<file path="src/rtl/mips_hazard_pkg.sv">
// Shared types for the MIPS hazard scoreboard.
//   fwd_sel_t   : Execute operand source select (register file / Writeback / Memory).
//   hz_entry_t  : register-use record kept per pipeline stage.
//   HZ_BUBBLE   : all-zero entry representing an empty slot.
//   reg_match   : register equality that never matches on $0.
package mips_hazard_pkg;

  typedef enum logic [1:0] {
    FWD_RF  = 2'b00,
    FWD_WB  = 2'b01,
    FWD_MEM = 2'b10
  } fwd_sel_t;

  typedef struct packed {
    logic [4:0] rs;
    logic [4:0] rt;
    logic [4:0] dst;
    logic       regwrite;
    logic       memtoreg;
  } hz_entry_t;

  localparam hz_entry_t HZ_BUBBLE = '0;

  // $0 is hardwired to zero, so it can never carry a dependency.
  function automatic logic reg_match(input logic [4:0] a, input logic [4:0] b);
    return (a != 5'd0) && (a == b);
  endfunction

endpackage

</file>
<file path="src/rtl/hazard_shadow_reg.sv">
// One pipeline-stage shadow entry.
//   clk_i   : clock
//   reset_i : synchronous active-high reset, loads a bubble
//   flush_i : load a bubble instead of d_i
//   d_i     : entry from the previous stage
//   q_o     : registered entry
module hazard_shadow_reg
  import mips_hazard_pkg::*;
(
  input  logic      clk_i,
  input  logic      reset_i,
  input  logic      flush_i,
  input  hz_entry_t d_i,
  output hz_entry_t q_o
);

  hz_entry_t entry_d, entry_q;

  always_comb begin
    entry_d = flush_i ? HZ_BUBBLE : d_i;
  end

  always_ff @(posedge clk_i) begin
    if (reset_i) begin
      entry_q <= HZ_BUBBLE;
    end else begin
      entry_q <= entry_d;
    end
  end

  assign q_o = entry_q;

endmodule

</file>
<file path="src/rtl/hazard_scoreboard.sv">
// Hazard detection and forwarding control for the five-stage MIPS pipeline.
//   Inputs : Decode rs/rt/dst and control bits (regwrite, memtoreg, branch, pcsrc).
//   Outputs: stall_f_o/stall_d_o/flush_e_o (stall), flush_d_o (taken branch),
//            fwd_a/b_d_o (Memory ALU result into branch comparator),
//            fwd_a/b_e_o (Execute operand select), stall/flush event counters.
// All control outputs are combinational from the E/M/W shadows and Decode inputs.
module hazard_scoreboard
  import mips_hazard_pkg::*;
#(
  parameter int unsigned CNT_W = 32
) (
  input  logic             clk_i,
  input  logic             reset_i,
  input  logic [4:0]       rs_d_i,
  input  logic [4:0]       rt_d_i,
  input  logic [4:0]       dst_d_i,
  input  logic             regwrite_d_i,
  input  logic             memtoreg_d_i,
  input  logic             branch_d_i,
  input  logic             pcsrc_d_i,
  output logic             stall_f_o,
  output logic             stall_d_o,
  output logic             flush_d_o,
  output logic             flush_e_o,
  output logic             fwd_a_d_o,
  output logic             fwd_b_d_o,
  output logic [1:0]       fwd_a_e_o,
  output logic [1:0]       fwd_b_e_o,
  output logic [CNT_W-1:0] stall_cnt_o,
  output logic [CNT_W-1:0] flush_cnt_o
);

  hz_entry_t dec_entry, ent_e, ent_m, ent_w;
  logic      lwstall, brstall, stall, flush_d;
  fwd_sel_t  fwd_a_e, fwd_b_e;
  logic [CNT_W-1:0] stall_cnt_d, stall_cnt_q, flush_cnt_d, flush_cnt_q;

  always_comb begin
    dec_entry          = HZ_BUBBLE;
    dec_entry.rs       = rs_d_i;
    dec_entry.rt       = rt_d_i;
    dec_entry.dst      = dst_d_i;
    dec_entry.regwrite = regwrite_d_i;
    dec_entry.memtoreg = memtoreg_d_i;
  end

  // A stalled Decode instruction is replaced by a bubble in E; it re-issues next cycle.
  hazard_shadow_reg u_shadow_e (
    .clk_i   (clk_i),
    .reset_i (reset_i),
    .flush_i (stall),
    .d_i     (dec_entry),
    .q_o     (ent_e)
  );

  hazard_shadow_reg u_shadow_m (
    .clk_i   (clk_i),
    .reset_i (reset_i),
    .flush_i (1'b0),
    .d_i     (ent_e),
    .q_o     (ent_m)
  );

  hazard_shadow_reg u_shadow_w (
    .clk_i   (clk_i),
    .reset_i (reset_i),
    .flush_i (1'b0),
    .d_i     (ent_m),
    .q_o     (ent_w)
  );

  always_comb begin
    lwstall = ent_e.memtoreg &&
              (reg_match(rs_d_i, ent_e.rt) || reg_match(rt_d_i, ent_e.rt));
    // Branches compare in Decode, so they must wait for ALU results in E
    // and for load data still in M.
    brstall = branch_d_i &&
              ((ent_e.regwrite &&
                (reg_match(ent_e.dst, rs_d_i) || reg_match(ent_e.dst, rt_d_i))) ||
               (ent_m.memtoreg &&
                (reg_match(ent_m.dst, rs_d_i) || reg_match(ent_m.dst, rt_d_i))));
    stall   = lwstall || brstall;
    flush_d = pcsrc_d_i && !stall;
  end

  // Memory stage has the newer value, so it takes priority over Writeback.
  always_comb begin
    fwd_a_e = FWD_RF;
    if (ent_m.regwrite && reg_match(ent_m.dst, ent_e.rs)) begin
      fwd_a_e = FWD_MEM;
    end else if (ent_w.regwrite && reg_match(ent_w.dst, ent_e.rs)) begin
      fwd_a_e = FWD_WB;
    end
    fwd_b_e = FWD_RF;
    if (ent_m.regwrite && reg_match(ent_m.dst, ent_e.rt)) begin
      fwd_b_e = FWD_MEM;
    end else if (ent_w.regwrite && reg_match(ent_w.dst, ent_e.rt)) begin
      fwd_b_e = FWD_WB;
    end
  end

  always_comb begin
    stall_cnt_d = stall_cnt_q + CNT_W'(stall);
    flush_cnt_d = flush_cnt_q + CNT_W'(flush_d);
  end

  always_ff @(posedge clk_i) begin
    if (reset_i) begin
      stall_cnt_q <= '0;
      flush_cnt_q <= '0;
    end else begin
      stall_cnt_q <= stall_cnt_d;
      flush_cnt_q <= flush_cnt_d;
    end
  end

  assign stall_f_o   = stall;
  assign stall_d_o   = stall;
  assign flush_e_o   = stall;
  assign flush_d_o   = flush_d;
  assign fwd_a_d_o   = ent_m.regwrite && reg_match(ent_m.dst, rs_d_i);
  assign fwd_b_d_o   = ent_m.regwrite && reg_match(ent_m.dst, rt_d_i);
  assign fwd_a_e_o   = fwd_a_e;
  assign fwd_b_e_o   = fwd_b_e;
  assign stall_cnt_o = stall_cnt_q;
  assign flush_cnt_o = flush_cnt_q;

endmodule

</file>
<file path="config.mk">
export PLATFORM = sky130hd
export DESIGN_NAME = hazard_scoreboard
export DESIGN_NICKNAME = d
export VERILOG_FILES = /design/src/rtl/mips_hazard_pkg.sv /design/src/rtl/hazard_shadow_reg.sv /design/src/rtl/hazard_scoreboard.sv
export SDC_FILE = /design/constraint.sdc
export NUM_CORES = 1
export LEC_CHECK = 0
export BUFFER_PORTS_ARGS = -buffer_cell sky130_fd_sc_hd__buf_2
export CORE_MARGIN = 5
export CORE_UTILIZATION = 59
export DETAILED_ROUTE_END_ITERATION = 6
export PLACE_DENSITY_LB_ADDON = 0.2
export SLEW_MARGIN = 15
export SYNTH_ARGS = -nofsm -noshare
export SYNTH_HDL_FRONTEND = slang
export SYNTH_SLANG_ARGS = --single-unit
</file>
<file path="constraint.sdc">
create_clock -name clk_i -period 5.2 [get_ports clk_i]
set_input_delay 1.3 -clock clk_i [delete_from_list [all_inputs] [get_ports clk_i]]
set_output_delay 1.3 -clock clk_i [all_outputs]
set_load 0.01 [all_outputs]
</file>
==> results <==
- For the worst flop-to-flop path, the logic depth is 12.
- The number of max-slew violations in the final report is 0.
- The total iterations of the first detailed-routing run is 4.
- In this run the worst hold path is classified as flip-flop to flip-flop.
- The peak supply drop is 0.1434 mV.
- The xor/xnor cell area share of the yosys netlist is 0.1976.
- The ratio of total power to cell area is 259.0 nW/um^2.
- The area share of the largest cell type after synthesis is 0.4203.
- The placed instances occupy a cell area of between 4000 and 5000 sq um.
- The via count of the first global-routing pass is 3,598.
- The measured slew at the worst slew-check pin is between 0.8 and 0.9 ns.
- The cell type group with the largest total delay on the critical path is compound AO/OA/AOI/OAI gates.
- The largest individual stage delay along the critical path comes from the cell or3b_1.
- The starting density of the core is 0.6107.
- The launch instance of the worst min-delay path is u_shadow_e.q_o[1].
- Input and output buffers added on the ports amount to 94.
- Max-cap violations in this run came to 0.
- The run finished with clean final reports.
- The global-route congestion overflow total is 0.
- The TritonCTS clock tree is built.
- 0 antenna diodes ended up in the layout.
- The critical path goes through buf_2, o311ai_0, o22a_2, or3b_1, buf_2.
- The largest family of logic cells by synthesized area is simple AND/OR/NAND/NOR gates.
- The deepest clock path buffer count is 2.
- The worst slew slack as a fraction of its limit is 0.4282.
- The final hold violation count came to 0.
- The routed layout has ~3,800 vias.
- In this run the standard cell core region covers 7331 sq um.
- The pin count of the biggest net entering global routing is 71.
- The total area of sequential cells is 1882 sq um.
- Setup violations remaining at the end of the flow were counted as 0.
- The later-pin clock latency in the skew report is about 0.36 ns.
- The first global-routing pass estimated 16,840 microns of wire.
- The number of antenna violations at the first check in global routing is 0.
- The number of distinct library cell variants in the gate-level netlist after synthesis is 37.
- The number of placement rows is 31.
- In this run the number of H-tree levels came out at 3.
- The worst path in the final design needs a cycle of 4.154 ns, including I/O delays and setup.
- The share of the Yosys chip area taken by registers is 0.4203.
- The die covers 9429 sq um.
- The area of the multi-input gates is 2420 sq um.
- The classification of the worst setup path is input pin to output port.
- Routability-driven placement finished with a final weighted congestion of 0.8949.
- Setup repair after global routing left no endpoint under its margin.
- For this design the top-level I/O count stands at 95.
- The number of buffers inserted for hold repair after clock tree synthesis is 0.
- The worst setup path is captured at an output port.
- After legalization and detailed placement, the total HPWL measured 7499 microns.
- The net count of the mapped netlist is 532.
- The count of buffer and inverter cells on the critical path is 2.
- The count of nets left with antenna violations once routing finished came out at 0.
- The top achievable clock speed is between 200 and 250 MHz.
- In the routed layout, each cell is associated on average with a via count of 5.431.
- After filler insertion, the fill cell instance count of the layout stands at 582.
- The share of synthesized area spent on multiplexers is 0.
- In this design, the critical path's most frequently occurring cell is buf_2.
- The first routing iteration left 113 violations.
- The final worst-path cycle share is 0.7989.
- In the final routed layout, each cell accounts on average for 14.79 microns.
- The register-to-register setup slack is 1.63 ns.
- The number of buffers added by the clock tree synthesis step is 9.
- Of the total synthesized cell area, the portion taken by full adders, half adders and majority gates is 0.01118.
- Summing all non-filler instances in the final layout gives an area of 5154 sq um.
- Counting instances, the worst hold path has a depth of 1.
- The post-CTS resize count is 0.
- Clock tree synthesis selected as its root buffer the cell clkbuf_8.
- Summed over all layers, the routed wires come to between 10,000 and 15,000 microns.
- After detailed routing, the number of remaining DRC violations is 0.
- For this run, the total global-route usage over all layers was measured as 0.2132.
- The number of clock sinks seen by CTS is 94.
- In the final layout, the share of cells above drive strength 1 is 0.2027.
- Data arrives at the worst endpoint at about 2.9 ns.
- Final hold analysis gives a worst-case slack of 0.4746 ns.
- The count of buffers added by post-CTS timing repair for setup is 0.
- The number of nets at the end of the flow is roughly 610.
- In the synthesized netlist, the number of instances is 507.
- The clock-pin slew reported for the worst setup and hold paths after clock tree synthesis is ~0.090 ns.
- The total of warnings raised by yosys is 0.
- The synthesized design spends more area on one cell type than any other, namely dfxtp_1.
- Measured along the y axis, the die boundary spans 97.11 microns.
- The largest single stage delay on the critical path is between 0.4 and 0.5 ns.
- The mean area per synthesized cell is ~8.8 sq um.
- The mapped netlist covers 4477 sq um.
- Yosys attributes the largest share of cell area to dfxtp_1 (42%), xnor2_1 (10%), xor2_1 (9.6%).
- The endpoint of the worst hold-timing path is u_shadow_m.q_o[1].
- Of all nets on the critical path, the largest fanout is 19.
- The category of the worst setup path launch point is an input pin.
- The synthesized-area fraction occupied by and/or/nand/nor cells is 0.3004.
- The worst clock skew is 0.01092 ns.
- The required time at the worst-slack endpoint is 3.90 ns.
- The leakage dissipation is between 2 and 2.5 nW.
- Adding up every negative setup slack in the final design gives 0 ns.
- The floorplan die width is approximately 97 microns.
- The startpoint identified for the worst register-to-register timing path is u_shadow_e.q_o[9].
- The area overhead of the layout relative to synthesis is 15.12%.
- The area fraction in compound gates after synthesis is 0.03130.
- The number of storage elements in the synthesis netlist is 94.
- The worst register-to-register path ends at flush_cnt_o[16].
==> cell usage after synthesis <==
master / number
a21oi_1: 11
and2_1: 2
and3_1: 10
and4_1: 5
buf_2: 4
buf_4: 2
buf_6: 2
buf_8: 1
clkbuf_1: 18
clkbuf_2: 1
dfxtp_1: 94
ha_1: 4
inv_1: 8
nand2_1: 24
nand3_1: 33
nand3b_1: 17
nand4_1: 11
nand4_4: 1
nor2_1: 58
nor2b_1: 17
nor3_1: 39
nor3_2: 2
nor3b_1: 1
nor4_1: 8
nor4_2: 1
nor4_4: 1
nor4bb_1: 1
o211ai_1: 1
o21ai_0: 10
o22a_2: 1
o311ai_0: 2
or3_1: 10
or3b_1: 1
or4_1: 4
or4_4: 1
xnor2_1: 52
xor2_1: 49
==> cell usage in the layout, fill, tap and decap left out, types with 2 or more instances in the layout <==
master      count
nor3_1         39
nand3b_1       17
clkbuf_8        9
or4_1           4
dfxtp_1        94
clkinvlp_4      3
xnor2_1        52
nand2_1        24
nor2_1         58
nor4_1          8
buf_2          94
o311ai_0        2
xor2_1         49
and2_1          2
inv_1           8
o21ai_0        10
and4_1          5
and3_1         10
nor3_2          2
or3_1          10
buf_4           3
ha_1            4
nand3_1        33
a21oi_1        11
nor2b_1        17
nand4_1        11
==> how the worst max path moves through the flow <==
stage / end / start / cells past startpoint
6_report: stall_d_o / rt_d_i[0] / 5
5_1_grt: stall_d_o / rt_d_i[0] / 5
4_1_cts: stall_d_o / rt_d_i[0] / 5
3_5_place_dp: flush_cnt_o[16] / rt_d_i[0] / 12
3_3_place_gp: flush_cnt_o[16] / rt_d_i[0] / 12
2_1_floorplan: stall_cnt_o[18] / rs_d_i[1] / 12
==> worst reg2reg max path: cells and delay by family (launching register included) <==
kind	cells	cell delay (ns)
AO/OA/AOI/OAI	2	0.74
XOR/XNOR	1	0.16
adder cells (fa/ha/maj)	2	0.56
flip-flops	1	0.38
AND/OR/NAND/NOR	7	1.61
==> layout make-up <==
class,count,area share
repair buffers,97,0.09565
well taps,99,0.02404
inverters,8,0.005827
multi-input cells,377,0.4695
clock inverters,7,0.01578
clock buffers,9,0.02404
flip-flops and latches,94,0.3651
==> through the flow <==
stage | total power [mW] | cells | util | setup WS [ns]
floorplan | 0.8282 | 507 | - | 1.144
global placement | 0.8560 | 675 | 0.6750 | 0.8619
detailed placement | 0.8576 | 675 | 0.6750 | 0.8783
CTS | 1.345 | 691 | 0.7030 | 1.054
global route | 1.391 | 691 | 0.7030 | 0.9584
finish | 1.335 | 691 | 0.7030 | 1.046
==> flip-flops by register name, summed over array words and instances (netlist names) <==
register and flops:
u_shadow_w.q_o 6, u_shadow_m.q_o 7, flush_cnt_o 32, stall_cnt_o 32, u_shadow_e.q_o 17
==> power by group <==
part | switching, mW | internal, mW | total [mW]
clock network | 0.267 | 0.228 | 0.495
registers | 0.0198 | 0.733 | 0.753
logic | 0.0453 | 0.0423 | 0.0877
==> logic make-up (layout without fill, tap and decap cells) <==
kind of cell / Yosys count / in the layout
adder cells (fa/ha/maj): 4 / 4
AO/OA/AOI/OAI: 25 / 25
flip-flops: 94 / 94
buffers and inverters: 36 / 121
XOR/XNOR: 101 / 101
AND/OR/NAND/NOR: 247 / 247
==> metal layers <==
| layer | up-vias | global-route usage | part of all wire |
|---|---|---|---|
| met2 | 95 | 0.3615 | 0.48 |
| met4 | 0 | 0.09503 | 0.021 |
| met3 | 19 | 0.04523 | 0.057 |
| li1 | 1882 | - | - |
| met5 | - | 0 | 0 |
| met1 | 1757 | 0.2591 | 0.44 |
No activity file was read; power rests on OpenSTA's default activity.
